--- config.mk ---
export PLATFORM = sky130hd
export DESIGN_NAME = pc_call_stack
export DESIGN_NICKNAME = d
export VERILOG_FILES = /design/src/rtl/pc_call_stack.sv
export SDC_FILE = /design/constraint.sdc
export NUM_CORES = 1
export LEC_CHECK = 0
export CAP_MARGIN = 30
export CORE_MARGIN = 1
export CORE_UTILIZATION = 60
export CTS_BUF_LIST = sky130_fd_sc_hd__clkbuf_16
export DETAILED_ROUTE_END_ITERATION = 8
export PLACE_DENSITY = 0.81
export SYNTH_ARGS = -nofsm -noshare
export SYNTH_HDL_FRONTEND = slang
export SYNTH_SLANG_ARGS = --single-unit
--- constraint.sdc ---
create_clock -name clock -period 5.9 [get_ports clock]
set_clock_uncertainty 0.1 [all_clocks]
set_input_delay 1.18 -clock clock [delete_from_list [all_inputs] [get_ports clock]]
set_output_delay 1.18 -clock clock [all_outputs]
set_load 0.005 [all_outputs]
--- src/rtl/pc_call_stack.sv ---
// pc_call_stack
//   Program counter with a circular hardware return-address stack. It sits
//   between the decode control strobes and the ROM address bus.
//   One action is taken per cycle, in this order of priority:
//   reset > ret > call > load > inc > hold.
// Ports
//   clock  : system clock, rising edge
//   reset  : synchronous, active-high; out=RESET_VECTOR, stack emptied, flags cleared
//   in     : jump/call target address
//   load   : out <= in
//   inc    : out <= out + STEP (wraps silently)
//   call   : push out+STEP, out <= in
//   ret    : out <= top of stack, pop
//   out    : current PC (registered)
//   depth  : number of valid stack entries
//   ovf    : sticky, call issued while the stack was full
//   unf    : sticky, ret issued while the stack was empty
module pc_call_stack #(
    parameter int WIDTH        = 16,
    parameter int DEPTH        = 8,
    parameter int STEP         = 1,
    parameter int RESET_VECTOR = 0
) (
    input  logic                       clock,
    input  logic                       reset,
    input  logic [WIDTH-1:0]           in,
    input  logic                       load,
    input  logic                       inc,
    input  logic                       call,
    input  logic                       ret,
    output logic [WIDTH-1:0]           out,
    output logic [$clog2(DEPTH+1)-1:0] depth,
    output logic                       ovf,
    output logic                       unf
);

    localparam int PW = $clog2(DEPTH);
    localparam int DW = $clog2(DEPTH+1);

    logic [WIDTH-1:0] stack [DEPTH];
    // top points at the next free slot. When the stack is full it wraps
    // onto the oldest entry, so a push there overwrites the oldest entry.
    logic [PW-1:0]    top;
    logic [PW-1:0]    top_inc;
    logic [PW-1:0]    top_dec;
    logic [WIDTH-1:0] ra;

    always_comb begin
        ra      = out + WIDTH'(STEP);
        top_inc = (top == PW'(DEPTH-1)) ? '0 : top + PW'(1);
        top_dec = (top == '0) ? PW'(DEPTH-1) : top - PW'(1);
    end

    always_ff @(posedge clock) begin
        if (reset) begin
            out   <= WIDTH'(RESET_VECTOR);
            depth <= '0;
            ovf   <= 1'b0;
            unf   <= 1'b0;
            top   <= '0;
        end else if (ret) begin
            // An empty pop holds out so no stale entry ever reaches the bus.
            if (depth != '0) begin
                out   <= stack[top_dec];
                top   <= top_dec;
                depth <= depth - DW'(1);
            end else begin
                unf <= 1'b1;
            end
        end else if (call) begin
            stack[top] <= ra;
            top        <= top_inc;
            out        <= in;
            if (depth == DW'(DEPTH)) begin
                ovf <= 1'b1;
            end else begin
                depth <= depth + DW'(1);
            end
        end else if (load) begin
            out <= in;
        end else if (inc) begin
            out <= ra;
        end
    end

endmodule
==> results of run 1 <==
routing by layer:
layer | share of wire, % | vias to the layer above
li1 | - | 2010
met1 | 38 | 2238
met2 | 46 | 341
met3 | 12 | 71
met4 | 3.2 | 0
met5 | 0 | -
flip-flops by register name, summed over array words and instances (netlist names):
signal,flops
stack,128
out,16
depth,4
top,3
ovf,1
unf,1
worst paths after layout:
check / startpoint / to / slack [ns] / cells after the start
max: ret / stack[1][15] / 2.02 / 8
min: unf / unf / 0.38 / 2
max reg2reg: top[0] / out[0] / 2.30 / 8
min reg2reg: unf / unf / 0.38 / 2
Yosys cell counts (all sizes together) (6+ instances only):
cell / count
edfxtp: 128
nor2: 40
nand2: 33
dfxtp: 25
buf: 23
mux2i: 18
o21ai: 18
inv: 17
nand3: 17
a21oi: 15
mux4: 12
nor3: 11
xnor2: 9
mux2: 8
xor2: 8
a221oi: 7
ha: 7
a211oi: 6
a22oi: 6
clkbuf: 6
cell families (layout without fill, tap and decap cells):
logic type,after synthesis,after routing,synth area share [%]
AOI/OAI and AO/OA,101,101,11.06
xor gates and xnor gates,17,17,2.166
adders and majority gates,8,8,1.565
buffers and inverters,47,108,3.913
DFF,153,153,63.18
muxes,38,38,8.408
and+or+nand+nor,131,131,9.700
cell type report:
type | count | area share (%)
Multi-Input combinational cell | 295 | 28.55
Clock inverter | 14 | 1.478
Sequential cell | 153 | 54.61
Tap cell | 140 | 2.201
Timing Repair Buffer | 59 | 6.965
Inverter | 18 | 0.8491
Clock buffer | 17 | 5.346
where the power goes:
part / leakage (nW) / internal, mW / switching, mW
logic: 1.13 / 0.562 / 0.844
registers: 1.38 / 1.41 / 0.157
clock network: 0.272 / 0.606 / 0.398
total: 2.78 / 2.58 / 1.40
worst max-delay path, stage by stage:
cell and delay, ns:
clkdlybuf4s50_1 0.39, buf_4 0.25, inv_1 0.40, nand2_1 0.15
nor2_1 0.20, nand2_1 0.15, nor3_2 0.84, buf_4 0.33
stage by stage:
step	power, mW	setup slack (ns)	hold WS [ns]
3_5_place_dp	2.951	1.593	0.3655
5_1_grt	4.127	1.917	0.4208
2_1_floorplan	2.488	2.369	0.3604
6_report	3.976	2.021	0.3764
4_1_cts	3.953	1.994	0.3798
3_3_place_gp	2.911	1.708	0.3472
==> run_results.csv, run 1 <==
group,metric,value,unit
critical_path,worstSetupEndpointType,"flip-flop",
global_routing,grt_use_met3,8.607,%
critical_path,crit_fanout,31,
clock_tree,clk_latency,0.42,ns
power_and_ir_drop,leakage,2.777,nW
synth,yosysTopAreaCell,"edfxtp_1",
placed_design,port_buffers,43,
drt,vias,4660,
cells_and_area,fin_area,7958,sq um
clock_tree,cts_hold_buf,0,
drt,drt_iter0_markers,760,
timing,hold_viol_final,0,
clock_tree,htree_levels,4,
synth,syn_area_per_cell,13.89,sq um
placed_design,dp.cells,663,
synth,ys_types,70,
drt,drt-vias-per-instance,6.695,
cells_and_area,diodes,0,
floorplanning,dieArea,11890,sq um
clock_tree,numCtsBuffers,17,
job,max-cap-violations,0,
timing,rsz0062_at_grt,"no",
floorplanning,fp.dieW,109.0,um
synth,synth_cells,495,
clock_tree,clk_pin_slew,0.06,ns
timing,worstMarginPinSlew,1.065,ns
synth,synth_edf_count,128,
synth,synth-async-reset-ratio,0,%
timing,min_period_over_period,65.75,%
global_routing,met1_usage,41.96,%
global_routing,top_usage_layer,"met2",
critical_path,crit_required,5.93,ns
timing,fmax,257.8,MHz
critical_path,crit_arrival,3.91,ns
cells_and_area,area_growth_syn_to_layout,15.74,%
clock_tree,cts_root_buf,"clkbuf_16",
placed_design,place_congestion,0.9230,
critical_path,critPathLaunchType,"input port",
timing,setup_viol,0,
cells_and_area,fill_cells,691,
global_routing,grt_usage,31.30,%
power_and_ir_drop,vdd_drop_max,0.0003659,V
drt,drc,0,
clock_tree,cts_sinks,153,
placed_design,dpl.hpwl,11000,um
synth,synthTopCellsByArea,"edfxtp_1 56%, dfxtp_1 7.3%, mux4_1 3.8%",
global_routing,grt_pass1_vias,4548,
timing,final_max_slew_viol_count,0,
clock_tree,cts_setup_buffers,0,
global_routing,grt_pass1_wl,25850,um
synth,ys_ff_latch,153,
synth,seq_area_frac_synth,63.18,%
cells_and_area,num-nets-final,574,
floorplanning,rows,38,
cells_and_area,multi_input_area,2272,sq um
drt,drt-pass1-iter-count,7,
floorplanning,ioPinCount,44,
clock_tree,cts_resized,0,
cells_and_area,regArea,4345,sq um
cells_and_area,drive_gt1_share,13.13,%
drt,wl_per_cell,24.61,um
timing,relSlewSlack,29.02,%
cells_and_area,post-route-util,72.45,%
cells_and_area,final_cell_mix,"128 x edfxtp_1, 43 x clkdlybuf4s50_1, 40 x nor2_1",
synth,ys_warn_count,0,
critical_path,path_class,"in2reg",
synth,synth_ff_type,"edfxtp_1",
global_routing,antenna_found_initial,0,
drt,routed_wl,17130,um
run_status,status,"finished, final reports clean",
timing,tns,0,ns
placed_design,placed_area,7396,sq um
synth,netlist.area_leader.share,55.91,%
floorplanning,chipHeight,109.0,um
worst_hold_path,min_path_type,"reg2reg",
timing,period_needed,3.879,ns
global_routing,grt_start_max_net_pins,41,
drt,ant_nets,0,
floorplanning,start_util,62.60,%
synth,synth_nets,525,
clock_tree,clockBufferDepth,2,
cells_and_area,final_common_cell,"edfxtp_1",
floorplanning,core-area,10980,sq um
global_routing,use_met2,47.62,%
global_routing,grt_remaining_overflow,0,
cells_and_area,stdcell_count,696,
synth,synthesis.area,6875,sq um
power_and_ir_drop,p_per_area,499.6,nW/um^2
clock_tree,tritoncts,"built",
Power figures use the tool's default switching activity.
==> run 2, diff against run 1 <==
CORE_UTILIZATION = 59   (was 60)
PLACE_DENSITY = 0.79   (was 0.81)
clock period = 3.57 ns   (was 5.9 ns; I/O delays follow)
==> run_results.csv, run 2 (synthesis results as in run 1) <==
group,metric,value,unit
critical_path,cpLargestDelayFamily,"compound AO/OA/AOI/OAI gates",
clock_tree,clk_latency,0.43,ns
floorplanning,core-area,11370,sq um
power_and_ir_drop,vdd_drop_max,0.0005421,V
cells_and_area,largestRegisters,"stack x128, out x16, depth x4",
timing,relSlewSlack,39.95,%
global_routing,grt_pass1_vias,4666,
floorplanning,ioPinCount,44,
clock_tree,tritoncts,"built",
drt,drt_iter0_markers,654,
job,max-cap-violations,0,
critical_path,r2r_end,"out[8]",
clock_tree,cts_hold_buf,0,
critical_path,reg2reg_slack,0.69,ns
cells_and_area,final_cell_mix,"128 x edfxtp_1, 43 x clkdlybuf4s50_1, 40 x nor2_1",
clock_tree,cts_sinks,153,
critical_path,critPathLaunchType,"flip-flop",
cells_and_area,top_register,"stack",
run_status,status,"finished, final reports clean",
cells_and_area,num-nets-final,586,
drt,drt-pass1-iter-count,8,
timing,setup_viol,0,
floorplanning,rows,39,
global_routing,grt_start_max_net_pins,41,
power_and_ir_drop,power.net_switching,2.545,mW
floorplanning,start_util,60.47,%
critical_path,cpMaxStageDelayCell,"dfxtp_1",
timing,period_needed,2.883,ns
timing,hold_ws,0.3807,ns
placed_design,place_congestion,0.9277,
global_routing,grt_remaining_overflow,0,
clock_tree,htree_levels,4,
timing,worstMarginPinSlew,0.8977,ns
global_routing,antenna_found_initial,0,
drt,vias,4760,
placed_design,dpl.hpwl,12200,um
worst_hold_path,hold_depth,2,
cells_and_area,final_common_cell,"edfxtp_1",
cells_and_area,area_growth_syn_to_layout,17.62,%
critical_path,reg2regPathDepth,7,
power_and_ir_drop,p_per_area,849.5,nW/um^2
global_routing,grt_usage,32.76,%
clock_tree,numCtsBuffers,17,
critical_path,path_cells,"inv_1, ha_1, nand2b_1, mux2_2, a22oi_1, a21oi_1, o31a_1",
power_and_ir_drop,switching_share,37.04,%
worst_hold_path,min_from,"unf",
floorplanning,dieArea,12090,sq um
drt,wl_per_cell,25.39,um
timing,hold_viol_final,0,
power_and_ir_drop,seqPwrFrac,37.7,%
critical_path,critPathBufInv,1,
timing,tns,0,ns
power_and_ir_drop,leakage,2.852,nW
drt,ant_nets,0,
cells_and_area,drive_gt1_share,16.52,%
power_and_ir_drop,p_clk_share,25.6,%
clock_tree,cts_root_buf,"clkbuf_16",
timing,rsz0062_at_grt,"no",
critical_path,crit_fanout,9,
global_routing,grt_pass1_wl,27260,um
cells_and_area,largest_reg_flops,128,
critical_path,worstSetupEndpointType,"flip-flop",
floorplanning,chipHeight,110.0,um
worst_hold_path,min_to,"unf",
timing,min_period_over_period,80.75,%
timing,final_max_slew_viol_count,0,
clock_tree,cts_setup_buffers,0,
critical_path,r2r_start,"top[2]",
floorplanning,fp.dieW,110.0,um
drt,drt-vias-per-instance,6.685,
power_and_ir_drop,p_comb_share,36.7,%
critical_path,crit_required,3.78,ns
drt,routed_wl,18080,um
drt,drc,0,
cells_and_area,diodes,0,
power_and_ir_drop,p_int,4.325,mW
clock_tree,cts_resized,0,
critical_path,path_class,"reg2reg",
worst_hold_path,min_path_type,"reg2reg",
clock_tree,clk_pin_slew,0.06,ns
placed_design,port_buffers,43,
critical_path,max_stage_delay,0.55,ns
clock_tree,clockBufferDepth,2,
timing,fmax,346.9,MHz
critical_path,crit_arrival,3.10,ns
==> run 2: area by class of cell <==
| type | count | area, sq um |
|---|---|---|
| Clock inverter | 15 | 156.4 |
| Sequential cell | 153 | 4345 |
| Timing Repair Buffer | 71 | 640.6 |
| Tap cell | 143 | 178.9 |
| Fill cell | 759 | 3283 |
| Inverter | 18 | 67.56 |
| Multi-Input combinational cell | 295 | 2272 |
| Clock buffer | 17 | 425.4 |
==> run 2: through the flow <==
stage | utilization [%] | power [mW] | instance area [sq um] | setup WS (ns) | std cells
after floorplan | - | 4.112 | 6875 | 0.5051 | 495
after global placement | 65.94 | 4.976 | 7497 | 0.7913 | 679
after detailed placement | 65.94 | 5.058 | 7497 | 0.7139 | 679
after CTS | 71.06 | 6.828 | 8079 | 0.7919 | 711
after global routing | 71.12 | 7.142 | 8087 | 0.6230 | 712
final | 71.12 | 6.870 | 8087 | 0.6873 | 712
==> run 2: worst register-to-register path, delay by kind of cell (launching register included) <==
kind | cells | cell delay, ns
AOI/OAI and AO/OA | 3 | 0.87
DFF | 1 | 0.55
and+or+nand+nor | 1 | 0.45
muxes | 1 | 0.42
adders and majority gates | 1 | 0.23
buffers and inverters | 1 | 0.16
==> run 2: worst max path at each step <==
stage / from / slack (ns) / end / cells after the start
3_5_place_dp: ret / 0.71 / stack[1][0] / 7
2_1_floorplan: ret / 0.51 / stack[0][0] / 7
3_3_place_gp: ret / 0.79 / stack[7][11] / 7
6_report: top[2] / 0.69 / out[8] / 7
5_1_grt: top[2] / 0.62 / out[0] / 8
4_1_cts: top[2] / 0.79 / out[4] / 8
==> run 2: power by group through the flow <==
stage	registers, mW	logic [mW]	clock network (mW)
2_1_floorplan	2.53	1.58	0
3_3_place_gp	2.61	2.37	0
3_5_place_dp	2.62	2.44	0
4_1_cts	2.58	2.46	1.79
5_1_grt	2.60	2.69	1.85
6_report	2.59	2.52	1.76
==> run 2: routing by layer <==
metal / wire [um] / GRT usage (%) / vias up
met4: 715 / 16.86 / 0
li1: - / - / 2045
met2: 8301 / 48.39 / 318
met3: 1922 / 9.129 / 60
met5: 0 / 0 / -
met1: 7138 / 44.42 / 2337
